$ cat src/rtl/wb_commit_unit_pkg.sv
// Shared encodings for the write-back commit slice: result-select and CSR op codes, minstret CSR addresses,
// and the packed layout of one commit-trace entry.
package wb_commit_unit_pkg;

    typedef enum logic [1:0] {
        WB_SEL_ALU = 2'd0,
        WB_SEL_MEM = 2'd1,
        WB_SEL_PC4 = 2'd2,
        WB_SEL_CSR = 2'd3
    } wb_sel_e;

    // Low two bits of csr_src; bit 2 selects the zimm operand form.
    typedef enum logic [1:0] {
        CSR_OP_NONE = 2'd0,
        CSR_OP_RW   = 2'd1,
        CSR_OP_RS   = 2'd2,
        CSR_OP_RC   = 2'd3
    } csr_op_e;

    localparam logic [11:0] CSR_MINSTRET  = 12'hB02;
    localparam logic [11:0] CSR_MINSTRETH = 12'hB82;

    typedef struct packed {
        logic [31:0] pc;
        logic [31:0] instr;
        logic [4:0]  rd;
        logic [31:0] wdata;
        logic        we;
        logic [6:0]  pad;
    } trace_entry_t;

    localparam int TRACE_W = $bits(trace_entry_t);

endpackage

$ cat src/rtl/wb_commit_unit_commit_trace_fifo.sv
// Synchronous FIFO holding commit-trace entries for the debug sink.
// Latency: a pushed entry is visible at the head the cycle after the push edge.
// Backpressure: none upstream; a push while full with no pop is dropped and flags sticky overflow.
module commit_trace_fifo #(
    parameter int DEPTH = 8,
    parameter int WIDTH = 109
) (
    input  logic             clk,
    input  logic             rst,
    input  logic             push,
    input  logic [WIDTH-1:0] push_data,
    input  logic             pop_ready,
    output logic             head_valid,
    output logic [WIDTH-1:0] head_data,
    output logic             overflow
);

    localparam int AW = $clog2(DEPTH);
    localparam logic [AW:0] FULL_CNT = (AW+1)'(DEPTH);

    logic [WIDTH-1:0] mem [DEPTH];
    logic [AW-1:0]    wr_ptr;
    logic [AW-1:0]    rd_ptr;
    logic [AW:0]      count;
    logic             empty;
    logic             full;
    logic             pop;
    logic             wr;

    assign empty = (count == '0);
    assign full  = (count == FULL_CNT);
    assign pop   = !empty && pop_ready;
    // A pop frees the slot in the same edge, so a full FIFO still accepts a concurrent push.
    assign wr    = push && (!full || pop);

    assign head_valid = !empty;
    assign head_data  = empty ? '0 : mem[rd_ptr];

    always_ff @(posedge clk) begin
        if (wr && !rst) begin
            mem[wr_ptr] <= push_data;
        end
    end

    always_ff @(posedge clk) begin
        if (rst) begin
            wr_ptr   <= '0;
            rd_ptr   <= '0;
            count    <= '0;
            overflow <= 1'b0;
        end else begin
            if (wr) begin
                wr_ptr <= wr_ptr + 1'b1;
            end
            if (pop) begin
                rd_ptr <= rd_ptr + 1'b1;
            end
            case ({wr, pop})
                2'b10:   count <= count + 1'b1;
                2'b01:   count <= count - 1'b1;
                default: ;
            endcase
            if (push && full && !pop) begin
                overflow <= 1'b1;
            end
        end
    end

endmodule

$ cat src/rtl/wb_commit_unit.sv
// Write-back commit: register-file and CSR write ports, minstret, decode bypass hold, optional trace (COMMIT_TRACE_EN).
// Latency: write ports are combinational from wb_*; hold_* and minstret update on the following edge.
// Backpressure: none on the pipeline; trace entries that find the FIFO full are dropped and flagged.
module wb_commit_unit
    import wb_commit_unit_pkg::*;
#(
    parameter int XLEN        = 32,
    parameter int TRACE_DEPTH = 8
) (
    input  logic               clk,
    input  logic               rst,
    input  logic               wb_valid,
    input  logic               wb_reg_file_we,
    input  logic [4:0]         wb_reg_file_rd,
    input  logic [1:0]         wb_reg_file_sel,
    input  logic [XLEN-1:0]    wb_alu_res,
    input  logic [XLEN-1:0]    wb_data_mem_out,
    input  logic [XLEN-1:0]    wb_pc_out,
    input  logic [4:0]         wb_rs1,
    input  logic [2:0]         wb_csr_src,
    input  logic [11:0]        wb_csr_addr,
    input  logic               wb_csr_we,
    input  logic [XLEN-1:0]    wb_csr_data_out,
    input  logic [XLEN-1:0]    csr_rdata,
    input  logic [31:0]        wb_instr,
    output logic               rf_we,
    output logic [4:0]         rf_waddr,
    output logic [XLEN-1:0]    rf_wdata,
    output logic               csr_we,
    output logic [11:0]        csr_waddr,
    output logic [XLEN-1:0]    csr_wdata,
    output logic               hold_we,
    output logic [4:0]         hold_rd,
    output logic [XLEN-1:0]    hold_data,
    output logic [63:0]        minstret,
    output logic               trace_valid,
    input  logic               trace_ready,
    output logic [TRACE_W-1:0] trace_data,
    output logic               trace_overflow
);

    logic            rf_we_c;
    logic [XLEN-1:0] rf_wdata_c;
    logic            csr_we_c;
    logic            csr_op_writes;
    logic [XLEN-1:0] csr_src_val;
    logic [XLEN-1:0] csr_wdata_c;

    always_comb begin
        rf_we_c    = wb_valid && wb_reg_file_we && (wb_reg_file_rd != 5'd0);
        rf_wdata_c = '0;
        case (wb_sel_e'(wb_reg_file_sel))
            WB_SEL_ALU: rf_wdata_c = wb_alu_res;
            WB_SEL_MEM: rf_wdata_c = wb_data_mem_out;
            WB_SEL_PC4: rf_wdata_c = wb_pc_out + XLEN'(4);
            WB_SEL_CSR: rf_wdata_c = csr_rdata;
            default:    rf_wdata_c = '0;
        endcase
    end

    // Set/clear with a zero source index is a pure read and must not write the CSR.
    always_comb begin
        csr_src_val   = wb_csr_src[2] ? XLEN'(wb_rs1) : wb_csr_data_out;
        csr_wdata_c   = '0;
        csr_op_writes = 1'b0;
        case (csr_op_e'(wb_csr_src[1:0]))
            CSR_OP_RW: begin
                csr_wdata_c   = csr_src_val;
                csr_op_writes = 1'b1;
            end
            CSR_OP_RS: begin
                csr_wdata_c   = csr_rdata | csr_src_val;
                csr_op_writes = (wb_rs1 != 5'd0);
            end
            CSR_OP_RC: begin
                csr_wdata_c   = csr_rdata & ~csr_src_val;
                csr_op_writes = (wb_rs1 != 5'd0);
            end
            default: ;
        endcase
        csr_we_c = wb_valid && wb_csr_we && csr_op_writes;
    end

    assign rf_we     = !rst && rf_we_c;
    assign rf_waddr  = rst ? 5'd0 : wb_reg_file_rd;
    assign rf_wdata  = rst ? '0 : rf_wdata_c;
    assign csr_we    = !rst && csr_we_c;
    assign csr_waddr = rst ? 12'd0 : wb_csr_addr;
    assign csr_wdata = rst ? '0 : csr_wdata_c;

    always_ff @(posedge clk) begin
        if (rst) begin
            hold_we   <= 1'b0;
            hold_rd   <= 5'd0;
            hold_data <= '0;
        end else begin
            hold_we   <= rf_we_c;
            hold_rd   <= wb_reg_file_rd;
            hold_data <= rf_wdata_c;
        end
    end

    // A software write to either half takes priority over the retire increment.
    always_ff @(posedge clk) begin
        if (rst) begin
            minstret <= 64'd0;
        end else if (csr_we_c && wb_csr_addr == CSR_MINSTRET) begin
            minstret[31:0] <= csr_wdata_c[31:0];
        end else if (csr_we_c && wb_csr_addr == CSR_MINSTRETH) begin
            minstret[63:32] <= csr_wdata_c[31:0];
        end else if (wb_valid) begin
            minstret <= minstret + 64'd1;
        end
    end

`ifdef COMMIT_TRACE_EN
    trace_entry_t entry;

    always_comb begin
        entry       = '0;
        entry.pc    = wb_pc_out[31:0];
        entry.instr = wb_instr;
        entry.rd    = wb_reg_file_rd;
        entry.wdata = rf_wdata_c[31:0];
        entry.we    = rf_we_c;
    end

    commit_trace_fifo #(
        .DEPTH (TRACE_DEPTH),
        .WIDTH (TRACE_W)
    ) u_trace_fifo (
        .clk        (clk),
        .rst        (rst),
        .push       (wb_valid),
        .push_data  (entry),
        .pop_ready  (trace_ready),
        .head_valid (trace_valid),
        .head_data  (trace_data),
        .overflow   (trace_overflow)
    );
`else
    logic unused_trace;
    assign unused_trace   = ^{trace_ready, wb_instr, (TRACE_DEPTH != 0)};
    assign trace_valid    = 1'b0;
    assign trace_data     = '0;
    assign trace_overflow = 1'b0;
`endif

endmodule
$ cat config.mk
export PLATFORM = sky130hd
export DESIGN_NAME = wb_commit_unit
export DESIGN_NICKNAME = d
export VERILOG_FILES = /design/src/rtl/wb_commit_unit_pkg.sv /design/src/rtl/wb_commit_unit_commit_trace_fifo.sv /design/src/rtl/wb_commit_unit.sv
export SDC_FILE = /design/constraint.sdc
export NUM_CORES = 1
export LEC_CHECK = 0
export BUFFER_PORTS_ARGS = -buffer_cell sky130_fd_sc_hd__buf_2
export CAP_MARGIN = 20
export CORE_AREA = 2 2 205 207
export DETAILED_ROUTE_END_ITERATION = 8
export DIE_AREA = 0 0 207 209
export GPL_TIMING_DRIVEN = 0
export SETUP_SLACK_MARGIN = 0.3
export SYNTH_ARGS = -nofsm -noshare
export SYNTH_HDL_FRONTEND = slang
export SYNTH_SLANG_ARGS = --single-unit
export TNS_END_PERCENT = 100
$ cat constraint.sdc
create_clock -name clk -period 2.83 [get_ports clk]
set_input_delay 0.1415 -clock clk [delete_from_list [all_inputs] [get_ports clk]]
set_output_delay 0.1415 -clock clk [all_outputs]
set_load 0.01 [all_outputs]
==> flow_summary_export.csv, run 1 <==
group,metric,value,unit
detailed_routing,routed_wl,57700,µm
detailed_routing,num_vias,11726,
power,power.density,322,mW/mm²
global_route,grt_pass1_vias,10828,
detailed_routing,dr.pass1.iters,5,
clock_tree,clkTransAtPathRegs,0.08,ns
hold_path,hold_path_class,"input port to flop",
timing,drv_slew,0,
placed_design,portBuffers,372,
floorplanning,coreArea,0.0413,mm²
timing,fin_hold_ws,0.0491,ns
critical_path,cpPeakStageDelay,0.61,ns
run_status,outcome,"finished, final reports clean",
critical_path,r2r_slack,0.19,ns
finish,layout_common_cells,"buf_2, buf_4, conb_1, nor2_1, dfxtp_1",
finish,design_area,0.0127,mm²
power,irDropWorstVdd,0.337,mV
yosys,synth-seq-cells,102,
timing,post-route-period-util,0.935,
clock_tree,clk_path_buf_depth,2,
clock_tree,htree_levels,3,
clock_tree,cts.sinks,102,
critical_path,r2r_start,"minstret[7]",
finish,syn_to_final_growth,46.3,%
global_route,grt_usage,0.252,
global_route,gr-total-overflow,0,
critical_path,cp.required,3.14,ns
critical_path,crit_type,"flop to flop",
critical_path,crit_path_end_kind,"flop",
power,seq_power_share,0.363,
detailed_routing,drtIter0Drc,1198,
power,clockPowerShare,0.343,
global_route,grt_max_degree,18,
placed_design,hpwl,47300,µm
flow_run,maxCapViolCount,0,
critical_path,startpoint_type,"flop",
timing,fmax,378,MHz
timing,rsz0062_at_grt,"yes",
floorplanning,io_pins,521,
clock_tree,numCtsBuffers,9,
global_route,antenna_found_initial,20,
critical_path,crit_top_cell,"buf_6",
power,leakage,5.76,nW
critical_path,cp_slowest_cell,"or4_4",
clock_tree,clk_root_buffer_cell,"clkbuf_16",
timing,final_hold_viol_count,0,
critical_path,crit_fanout,4,
clock_tree,cts_tree,"yes",
power,p_sw_frac,0.352,
placed_design,placed_cell_area,0.0117,mm²
timing,post-route-min-period,2.64,ns
power,p_switching,1.44,mW
finish,final_nets,1943,
power,p_comb_frac,0.294,
detailed_routing,post_drt_wl_per_cell,25.4,µm
placed_design,gp_congestion,0.976,
timing,setup_viol,0,
yosys,async_reset_ff_frac,0,
critical_path,critPathArrivalTime,2.96,ns
finish,drive_gt1_frac,0.383,
yosys,syn_area_per_cell,7.35,µm²
critical_path,crit_family,"simple AND/OR/NAND/NOR gates",
floorplanning,die_h,209,µm
yosys,yosys_warnings,0,
critical_path,worst-path-buf-inv,2,
power,finalPower,4.09,mW
timing,worstMarginPinSlew,1.33,ns
floorplanning,dieArea,0.0433,mm²
timing,fin_setup_tns,0,ns
detailed_routing,drc,0,
global_route,grt_pass1_wl,78400,µm
critical_path,crit_cells,8,
critical_path,worst_r2r_path_depth,8,
yosys,synth_area,0.00870,mm²
yosys,synth_edf_count,0,
yosys,synth_ff_type,"dfxtp_1",
finish,layout_commonest_cell,"buf_2",
critical_path,startpoint,"minstret[7]",
timing,fin_skew,0.0168,ns
floorplanning,fp.dieW,207,µm
critical_path,worstReg2RegEnd,"minstret[50]",
floorplanning,start_util,0.211,
yosys,synth_cells,1184,
detailed_routing,antenna_left,0,
yosys,seq_area_frac_synth,0.235,
clock_tree,clk_latency,0.39,ns
power,p_int,2.65,mW
floorplanning,row_count,75,
finish,fillCellCount,4578,
yosys,synth_cell_types,57,
critical_path,cp_cell_sequence,"buf_6 -> nand4_4 -> or4_4 -> buf_6 -> nor3_4 -> or4b_4 -> or3_1 -> a31oi_1",
critical_path,endpoint,"minstret[50]",
timing,worst_slew_margin_rel,0.103,
detailed_routing,vias_per_cell,5.16,
[metal layers]
metal	track usage	wire length [µm]	up-vias
met1	0.315	22900	5639
met5	0	72	-
met2	0.404	26200	743
met4	0.103	2410	12
li1	-	-	5213
met3	0.0772	6130	119
[registers in the layout, indices dropped and copies added, names as in the netlist]
name,count
hold_we,1
hold_rd,5
minstret,64
hold_data,32
[synthesized netlist by cell type, types with 6 or more instances]
cell type | number | share of area
nor4_1 | 21 | 0.015
mux2i_1 | 31 | 0.036
nand4_1 | 39 | 0.028
o32ai_1 | 7 | 0.0070
a31oi_1 | 20 | 0.014
and4_1 | 11 | 0.011
nor3_1 | 38 | 0.022
mux4_2 | 11 | 0.028
a22oi_1 | 37 | 0.032
buf_4 | 111 | 0.096
mux2_2 | 16 | 0.021
a221oi_1 | 7 | 0.0070
inv_1 | 30 | 0.013
or3_1 | 15 | 0.011
and2_1 | 22 | 0.016
xor2_1 | 13 | 0.013
and3_1 | 29 | 0.021
a211oi_1 | 9 | 0.0078
a21oi_1 | 75 | 0.043
nor2b_1 | 51 | 0.037
o22ai_1 | 17 | 0.012
a21o_1 | 6 | 0.0052
xnor2_1 | 16 | 0.016
or4_1 | 9 | 0.0078
o211ai_1 | 16 | 0.014
nand3_1 | 61 | 0.035
nor4b_1 | 7 | 0.0070
dfxtp_1 | 102 | 0.23
o21ai_0 | 63 | 0.036
clkbuf_1 | 64 | 0.028
nand2_1 | 75 | 0.032
nor2_1 | 101 | 0.044
[through the flow]
stage,worst slack [ns],cells,util
after floorplan,0.264,1294,-
after global placement,-0.906,2205,0.283
after detailed placement,-0.677,2210,0.285
after CTS,0.0916,2248,0.302
after global routing,0.147,2263,0.308
final,0.185,2271,0.308
[kinds of logic after synthesis]
group | after synthesis | share of synthesized area
simple gates | 500 | 0.306
buf+inv | 212 | 0.140
mux | 58 | 0.0848
flops | 102 | 0.235
xor+xnor | 29 | 0.0292
compound gates | 280 | 0.202
other cells | 1 | 0.000431
fa+ha+maj | 2 | 0.00287
[power groups by stage]
stage,Clock [mW],Sequential [mW],Combinational [mW]
after detailed placement,0,1.53,1.16
after floorplan,0,1.55,0.580
after global placement,0,1.52,1.15
final,1.40,1.49,1.20
after CTS,1.44,1.49,1.18
after global routing,1.48,1.49,1.27
[worst register-to-register path, stage by stage, from the launching register on]
cell     delay, ns
dfxtp_2       0.34
buf_6         0.10
nand4_4       0.14
or4_4         0.61
buf_6         0.15
nor3_4        0.27
or4b_4        0.51
or3_1         0.32
a31oi_1       0.14
[worst min-delay path by stage]
stage	from	endpoint	slack, ns	cells after the start
after floorplan	wb_reg_file_we	hold_we	0.29	2
after global placement	wb_reg_file_rd[2]	hold_rd[2]	0.45	2
after detailed placement	wb_reg_file_rd[2]	hold_rd[2]	0.44	2
after CTS	wb_reg_file_rd[2]	hold_rd[2]	0.03	2
after global routing	wb_reg_file_rd[2]	hold_rd[2]	0.03	2
final	wb_reg_file_rd[2]	hold_rd[2]	0.05	2
[what timing repair did]
action	in CTS	in global routing
hold buffers	0	0
pin swaps	19	18
setup buffers	22	12
gates cloned	0	0
endpoints found under the setup margin	93	75
resized for setup	60	45
endpoints found under the hold margin	0	0
[area by class of cell]
class                           count  area, µm²  area share
Inverter                           30        113     0.00884
Sequential cell                   102       2090       0.164
Clock buffer                       12        246      0.0194
Buffer                            182       1140      0.0898
Antenna cell                       11       27.5     0.00216
Multi-Input combinational cell    980       6210       0.488
Clock inverter                      4       55.1     0.00432
Timing Repair Buffer              411       2180       0.171
Tap cell                          539        674      0.0530
No activity file was read; power rests on OpenSTA's default activity.
==> inputs of run 2 (changes only) <==
Settings changed: REMOVE_ABC_BUFFERS from default to 1.
==> run 2 against run 1 <==
  * Cell area down 6.7%
  * Largest power group unchanged
  * Fmax up 2.5%
  * Core utilization down 2.1 points
  * Clock skew up 0.00098 ns
  * Sequential share of layout area up 1.3 points
  * First-iteration DRC count down 26%
  * Hold slack worse by 0.031 ns
  * Via count down 7.5%
  * Non-clock buffer count down 149
  * Global-route usage down 5.0 points
==> flow_summary_export.csv, run 2 (synthesis gave the netlist of run 1 again) <==
group,metric,value,unit
timing,setup_viol,0,
global_route,grt_max_degree,72,
global_route,grt_usage,0.202,
global_route,grt_pass1_vias,10038,
power,leakage,5.22,nW
critical_path,r2r_start,"minstret[33]",
clock_tree,htree_levels,3,
critical_path,worstReg2RegEnd,"minstret[63]",
finish,syn_to_final_growth,36.6,%
placed_design,portBuffers,376,
finish,largest_register,"minstret",
finish,layout_common_cells,"buf_2, conb_1, nor2_1, dfxtp_1, a21oi_1",
detailed_routing,antenna_left,0,
floorplanning,dieArea,0.0433,mm²
finish,instances_no_fill,2114,
floorplanning,die_h,209,µm
detailed_routing,drc,0,
detailed_routing,drtIter0Drc,887,
placed_design,gp_congestion,0.930,
detailed_routing,vias_per_cell,5.13,
clock_tree,clk_path_buf_depth,2,
floorplanning,io_pins,521,
critical_path,cp_cell_sequence,"and4_1 -> nand4_1 -> or4_4 -> or3_4 -> and3_4 -> or3_1",
timing,post-route-min-period,2.58,ns
floorplanning,coreArea,0.0413,mm²
detailed_routing,num_vias,10845,
hold_path,hold_end,"hold_we",
floorplanning,row_count,75,
finish,final_nets,1794,
critical_path,r2r_slack,0.25,ns
critical_path,worst_r2r_path_depth,6,
critical_path,crit_path_end_kind,"flop",
finish,reg_top3,"minstret: 64 flops, hold_data: 32 flops, hold_rd: 5 flops",
critical_path,crit_fanout,7,
timing,fmax,388,MHz
critical_path,critPathArrivalTime,2.87,ns
flow_run,maxCapViolCount,0,
timing,worst_slew_margin_rel,0.184,
critical_path,cp_slowest_cell,"or4_4",
detailed_routing,routed_wl,45900,µm
clock_tree,clk_root_buffer_cell,"clkbuf_16",
timing,worstMarginPinSlew,1.21,ns
hold_path,hold_depth,3,
placed_design,hpwl,35900,µm
power,irDropWorstVdd,0.309,mV
finish,drive_gt1_frac,0.353,
global_route,antenna_found_initial,4,
timing,fin_setup_tns,0,ns
critical_path,worst-path-buf-inv,0,
floorplanning,start_util,0.211,
run_status,outcome,"finished, final reports clean",
hold_path,hold_path_class,"input port to flop",
critical_path,startpoint_type,"flop",
detailed_routing,post_drt_wl_per_cell,21.7,µm
timing,rsz0062_at_grt,"yes",
clock_tree,cts.sinks,102,
detailed_routing,dr.pass1.iters,5,
placed_design,dp.cells,2043,
clock_tree,cts_tree,"yes",
clock_tree,numCtsBuffers,9,
timing,drv_slew,0,
clock_tree,clkTransAtPathRegs,0.10,ns
finish,layout_commonest_cell,"buf_2",
critical_path,crit_type,"flop to flop",
global_route,gr-total-overflow,0,
timing,fin_skew,0.0177,ns
timing,fin_hold_ws,0.0184,ns
global_route,grt_pass1_wl,66100,µm
critical_path,crit_family,"simple AND/OR/NAND/NOR gates",
critical_path,cpPeakStageDelay,0.61,ns
hold_path,hp-start,"wb_reg_file_we",
power,power.density,327,mW/mm²
floorplanning,fp.dieW,207,µm
clock_tree,clk_latency,0.41,ns
critical_path,cp.required,3.12,ns
timing,post-route-period-util,0.911,
finish,largest_reg_flops,64,
power,finalPower,3.89,mW
timing,final_hold_viol_count,0,
## run 2: cell types whose count changed in the layout (fill, tap and decap cells not counted), sizes merged
cell    change
buf        -83
clkbuf     -69
diode       -8
clkinv      +6
inv         -2
bufinv      -1
## run 2: through the flow
stage / setup slack (ns) / utilization / instance area [µm²]
detailed placement: -0.434 / 0.263 / 10900
global placement: -2.64 / 0.256 / 10600
global route: 0.190 / 0.288 / 11900
CTS: 0.254 / 0.280 / 11600
floorplan: -0.365 / - / 8010
finish: 0.251 / 0.288 / 11900
## run 2: worst max path at each step
stage	from	to	slack, ns	cells past startpoint
floorplan	wb_csr_addr[0]	minstret[33]	-0.36	5
global route	minstret[12]	minstret[48]	0.19	6
finish	minstret[33]	minstret[63]	0.25	6
global placement	wb_csr_src[1]	minstret[44]	-2.64	6
CTS	minstret[14]	minstret[63]	0.25	6
detailed placement	minstret[7]	minstret[46]	-0.43	6
## run 2: per-layer routing
layer  GRT usage  part of all wire  vias up
met5           0           0.00059        -
met4      0.0709             0.032        4
met3      0.0409             0.073       87
met2       0.347              0.49      593
met1       0.251              0.41     5259
li1            -                 -     4902
## run 2: worst register-to-register path: stages (launching register included)
cell and delay [ns]:
dfxtp_1 0.46, and4_1 0.33, nand4_1 0.21, or4_4 0.61
or3_4 0.36, and3_4 0.15, or3_1 0.33
## run 2: layout make-up
class	instances	area [µm²]
fill	4588	29400
multi-input combinational	980	6160
timing repair buffer	444	2510
sequential	102	2110
tap	539	674
clock buffer	9	225
inverter	30	116
clock inverter	7	83.8
antenna	3	7.51
## run 2: where the power goes
part	internal, mW	switching (mW)
registers	1.46	0.0138
clock network	0.630	0.778
logic	0.367	0.640
total	2.46	1.43
## run 2: repair_timing
item	4_1_cts	5_1_grt
endpoints found under the setup margin	59	51
hold buffers	0	0
setup buffers	27	25
pin swaps	14	17
resized for setup	56	32
